## config.mk

```make
export PLATFORM = sky130hd
export DESIGN_NAME = instr_fetch_buffer
export DESIGN_NICKNAME = d
export VERILOG_FILES = /design/src/rtl/instr_fetch_buffer.sv
export SDC_FILE = /design/constraint.sdc
export NUM_CORES = 1
export LEC_CHECK = 0
export BUFFER_PORTS_ARGS = -buffer_cell sky130_fd_sc_hd__buf_2
export CAP_MARGIN = 10
export CELL_PAD_IN_SITES_DETAIL_PLACEMENT = 1
export CELL_PAD_IN_SITES_GLOBAL_PLACEMENT = 1
export CORE_MARGIN = 4
export CORE_UTILIZATION = 45
export CTS_CLUSTER_DIAMETER = 200
export DETAILED_ROUTE_END_ITERATION = 12
export GPL_TIMING_DRIVEN = 0
export PLACE_DENSITY = 0.83
export SYNTH_ARGS = -nofsm -noshare
export SYNTH_HDL_FRONTEND = slang
export SYNTH_SLANG_ARGS = --single-unit
```

## constraint.sdc

```tcl
create_clock -name clk -period 3.1 [get_ports clk]
set_clock_uncertainty 0.15 [all_clocks]
set_input_delay 0.465 -clock clk [delete_from_list [all_inputs] [get_ports clk]]
set_output_delay 0.465 -clock clk [all_outputs]
set_load 0.005 [all_outputs]
```

## src/rtl/instr_fetch_buffer.sv

```systemverilog
`default_nettype none
// ============================================================================
// Module   : instr_fetch_buffer
// Purpose  : Circular FIFO of fetched {PC, instruction, fetch-exception}
//            entries between the I-cache response path and the ID pipeline
//            register. It decouples cache-return timing from decode stalls
//            (ID_Wr) and pipeline flushes (ID_Flush).
// Ports    : clk, resetn        - clock, asynchronous active-low reset
//            Fetch_Valid/Instr/PC/Except - incoming cache response
//            Buf_Ready          - a push can be accepted this cycle
//            ID_Wr, ID_Flush    - head consume, discard all entries
//            IF_Valid/Instr/PC/ExceptType - head entry (zeros when invalid)
//            Buf_Count          - current occupancy
// Options  : IFB_BYPASS_EN - when the buffer is empty, an incoming fetch is
//            presented combinationally on the head outputs.
// Revision : 1.0 - initial release
// ============================================================================
module instr_fetch_buffer #(
    parameter int DEPTH = 4  // power of two, >= 2
) (
    input  logic                     clk,
    input  logic                     resetn,
    input  logic                     Fetch_Valid,
    input  logic [31:0]              Fetch_Instr,
    input  logic [31:0]              Fetch_PC,
    input  logic [2:0]               Fetch_Except,
    output logic                     Buf_Ready,
    input  logic                     ID_Wr,
    input  logic                     ID_Flush,
    output logic                     IF_Valid,
    output logic [31:0]              IF_Instr,
    output logic [31:0]              IF_PC,
    output logic [2:0]               IF_ExceptType,
    output logic [$clog2(DEPTH):0]   Buf_Count
);

    localparam int c_PTR_W = $clog2(DEPTH);
    localparam int c_CNT_W = c_PTR_W + 1;
    localparam logic [c_CNT_W-1:0] c_FULL    = c_CNT_W'(DEPTH);
    localparam logic [c_CNT_W-1:0] c_CNT_ONE = c_CNT_W'(1);
    localparam logic [c_PTR_W-1:0] c_PTR_ONE = c_PTR_W'(1);

    // Entry layout: {PC[66:35], instr[34:3], except[2:0]}
    logic [66:0]        r_mem [DEPTH];
    logic [c_PTR_W-1:0] r_wr_ptr;
    logic [c_PTR_W-1:0] r_rd_ptr;
    logic [c_CNT_W-1:0] r_count;

    logic        w_empty;
    logic        w_push;
    logic        w_pop;
    logic        w_bypass_take;
    logic [66:0] w_head;

    assign w_empty   = (r_count == '0);
    assign Buf_Ready = (r_count != c_FULL);   // registered state only
    assign Buf_Count = r_count;
    assign w_head    = r_mem[r_rd_ptr];

`ifdef IFB_BYPASS_EN
    // Empty buffer, word arriving and ID consuming: hand it straight through
    // without occupying a slot.
    assign w_bypass_take = w_empty && Fetch_Valid && ID_Wr && !ID_Flush;
`else
    assign w_bypass_take = 1'b0;
`endif

    assign w_push = Fetch_Valid && Buf_Ready && !ID_Flush && !w_bypass_take;
    // Only stored entries can be popped; a bypassed word never entered storage.
    assign w_pop  = ID_Wr && !w_empty && !ID_Flush;

    // Storage has no reset: contents are only observed when r_count != 0.
    always_ff @(posedge clk) begin
        if (w_push) begin
            r_mem[r_wr_ptr] <= {Fetch_PC, Fetch_Instr, Fetch_Except};
        end
    end

    // Pointers wrap naturally because DEPTH is a power of two.
    always_ff @(posedge clk or negedge resetn) begin
        if (!resetn) begin
            r_wr_ptr <= '0;
            r_rd_ptr <= '0;
            r_count  <= '0;
        end else if (ID_Flush) begin
            r_wr_ptr <= '0;
            r_rd_ptr <= '0;
            r_count  <= '0;
        end else begin
            if (w_push) begin
                r_wr_ptr <= r_wr_ptr + c_PTR_ONE;
            end
            if (w_pop) begin
                r_rd_ptr <= r_rd_ptr + c_PTR_ONE;
            end
            case ({w_push, w_pop})
                2'b10:   r_count <= r_count + c_CNT_ONE;
                2'b01:   r_count <= r_count - c_CNT_ONE;
                default: r_count <= r_count;
            endcase
        end
    end

    // Head outputs: stored head when occupied; zeros (nop) otherwise.
    always_comb begin
        IF_Valid      = 1'b0;
        IF_PC         = 32'h0;
        IF_Instr      = 32'h0;
        IF_ExceptType = 3'b000;
        if (!ID_Flush) begin
            if (!w_empty) begin
                IF_Valid      = 1'b1;
                IF_PC         = w_head[66:35];
                IF_Instr      = w_head[34:3];
                IF_ExceptType = w_head[2:0];
            end
`ifdef IFB_BYPASS_EN
            else if (Fetch_Valid) begin
                IF_Valid      = 1'b1;
                IF_PC         = Fetch_PC;
                IF_Instr      = Fetch_Instr;
                IF_ExceptType = Fetch_Except;
            end
`endif
        end
    end

endmodule
`default_nettype wire

```

==> reports/metrics.cfg <==
[clock_network]
cts_tree = done
cts_root_buffer = clkbuf_16
clockBufferDepth = 3
htree_num_levels = 1
numCtsBuffers = 29
cts.clk_slew.worst_paths_ns = 0.06
post_cts.repair.setup_buffers = 0
clock_latency_ns = 0.53
cts_num_sinks = 275

[run]
drv_cap = 0

[final_layout]
fin_area_um2 = 13400
drive_above_1_share = 0.3700
synthToLayoutAreaGrowth_pct = 25.24
regArea_um2 = 8223
nNetsFinal = 802
fill_cells = 2132
multiInputGateArea_um2 = 2283

[power]
ir_drop_uv = 353.9
power_density_nw_per_um2 = 638.0
switching_power_mw = 1.907
seqPwrFrac = 0.500
p_int_mw = 6.640
p_leak_nw = 4.639
switching_share = 0.2232
p_clk_frac = 0.370
p_comb_frac = 0.130

[sta]
setup_viol = 0
slew_viol_final = 0
finalCritPeriodShare = 0.9537
slew_headroom = 0.5265
hold_slack_ns = 0.02612
setup_slack_ns = 0.1435
period_needed_ns = 2.957
hold_viol_final = 0
worst_pin_slew_ns = 0.7103
fmax_mhz = 338.2
fin_setup_tns_ns = 0

[grt]
grt_max_degree = 44
grt_pass1_wl_um = 36870
grt_usage = 0.1816
overflow = 0
antenna_found_initial = 1
grt_pass1_vias = 6418

[synth]
netlist_instances = 488
post-synth-top-area-fraction = 0.7523
ys_types = 36
synth-seq-cells = 275
ys_warn_count = 0
synth_area_um2 = 10700
synth_top_area_cell = edfxtp_1
ys_seq_area_frac = 0.7687
syn_nets = 565
postSynthAreaPerCell_um2 = 21.92
synth.area.top_cells = edfxtp_1 (75%), mux4_2 (14%), nor2b_1 (4.0%)

[place]
dp_hpwl_um = 14880
placed_cell_area_um2 = 11930
port_buffers = 142
pre_cts_slack_ns = 0.5501
place_congestion = 0.7683

[worst_setup_path]
cp-startpoint = Buf_Count[0]
crit_type = flop to output port
critPathBufInv = 4
cp_data_arrival_time_ns = 2.34
path_common_cell = buf_2
max_stage_delay_ns = 0.49
end_kind = output port
r2r_start = Buf_Count[0]
cp.required_ns = 2.48
path_max_fanout = 10
path_delay_family = buffers and inverters
worstSetupStartpointType = flop
cp_slowest_cell = dfrtp_1
worstPathCellList = or2_1, buf_2, o21bai_4, buf_4, buf_6, nor2b_1, buf_2

[route]
drtPass1Iterations = 4
drt.antenna.violating_nets = 0
post_drt_via_cell_ratio = 5.202
route.vias.total = 5545
route.detailed.drc = 0
wire_per_inst_um = 22.30
wirelength_um = 23770
drt_iter0_drc = 338

[status]
status = finished, final reports clean

[die]
fp.dieW_um = 162.2
rows = 56
die_y_um = 162.2
core_um2 = 23400
ioPinCount = 144
die_area_um2 = 26300
initial_core_util = 0.4571

[hold_path]
min_path_type = primary input to flop
hold_start = Fetch_Instr[22]

[worst reg2reg max path, cell delays in order, from the launching register on]
cell and delay (ns):
dfrtp_1 0.49, or2_1 0.28, buf_2 0.17, o21ai_0 0.31, a211oi_1 0.11, fa_1 0.55
a31oi_1 0.10, nor3_1 0.21
[power by group through the flow]
stage | clock network, mW | registers [mW] | logic [mW]
after floorplan | 0 | 4.34 | 0.673
after global placement | 0 | 4.34 | 1.00
after detailed placement | 0 | 4.35 | 1.07
after CTS | 3.25 | 4.27 | 1.13
after global routing | 3.43 | 4.28 | 1.22
final | 3.16 | 4.27 | 1.11
[kinds of logic (layout without fill, tap and decap cells)]
logic type / after synthesis / in the layout / synth area share
xor+xnor: 3 / 3 / 0.002457
buf+inv: 31 / 289 / 0.01883
mux: 67 / 67 / 0.1411
fa+ha+maj: 5 / 5 / 0.006550
other cells: 0 / 1 / 0
flops: 275 / 275 / 0.7687
compound gates: 17 / 17 / 0.01170
simple gates: 90 / 90 / 0.05076
[placed cells by master, fill, tap and decap left out, types with 2 or more instances in the layout]
master,netlist,layout
buf_2,9,151
and2_4,0,4
nor2b_1,68,68
clkinv_2,0,4
edfxtp_1,268,268
clkbuf_1,5,18
clkbuf_16,0,29
buf_16,0,4
nor2_1,4,4
a21oi_1,2,2
inv_1,4,4
clkinv_1,0,2
dfrtp_1,7,7
a211oi_1,3,3
xor2_1,2,2
buf_4,5,6
ha_1,4,4
mux4_2,67,67
o21ai_0,4,4
dlygate4sd3_1,0,60
nand2_1,5,5
buf_6,3,3
nand2b_1,3,3
buf_12,2,2
[metal layers]
metal,vias up,GRT usage,share of wire
li1,2459,-,-
met1,2886,0.2311,0.40
met2,172,0.3320,0.53
met3,28,0.03299,0.055
met4,0,0.03230,0.012
met5,-,0,0
[cell type report]
class / count / share of cell area
Clock buffer: 43 / 0.05883
Timing Repair Buffer: 206 / 0.1061
Inverter: 4 / 0.001121
Clock inverter: 9 / 0.005510
Multi-Input combinational cell: 182 / 0.1704
Sequential cell: 275 / 0.6137
Antenna cell: 1 / 0.0001868
Buffer: 27 / 0.01429
Tap cell: 319 / 0.02979
[cells in the mapped netlist]
cell,number
nor2b_1,68
ha_1,4
a22oi_1,1
buf_12,2
o221ai_1,1
o21ai_0,4
xor2_1,2
mux4_2,67
a31oi_1,1
buf_6,3
a211oi_1,3
and3b_1,1
nand3_1,1
and2_1,4
buf_2,9
o21bai_4,1
or3_1,1
fa_1,1
inv_1,4
buf_4,5
buf_1,3
a21oi_1,2
nor3_1,1
clkbuf_1,5
o22ai_1,1
nand2_1,5
or2_1,1
edfxtp_1,268
dfrtp_1,7
nand2b_1,3
xnor2_1,1
o211ai_1,1
a22o_1,1
a221oi_1,1
or3b_1,1
nor2_1,4
[through the flow]
stage,power (mW),std cells,utilization
floorplan,5.009,488,-
global placement,5.342,949,0.5048
detailed placement,5.417,953,0.5097
CTS,8.650,1062,0.5709
global route,8.923,1066,0.5725
finish,8.547,1066,0.5725
[timing repair]
item	CTS	global route
hold buffers	57	3
endpoints found under the hold margin	215	7
endpoints found under the setup margin	4	30
pin swaps	0	0
gates resized for setup	1	3
[state kept, by name, summed over array words and instances, names as in the netlist]
name / flops
Buf_Count: 3
r_mem: 268
r_wr_ptr: 2
r_rd_ptr: 2
[worst paths after layout]
check / slack (ns) / to / cells past startpoint
setup / recovery: 0.14 / IF_Instr[3] / 7
hold / removal: 0.03 / r_mem[2][25] / 1
setup reg to reg: 0.63 / Buf_Count[1] / 7
hold reg to reg: 0.46 / r_wr_ptr[1] / 2
max in group asynchronous: 2.47 / r_wr_ptr[1] / 2
min in group asynchronous: 0.15 / Buf_Count[0] / 2
Power figures use the tool's default switching activity.
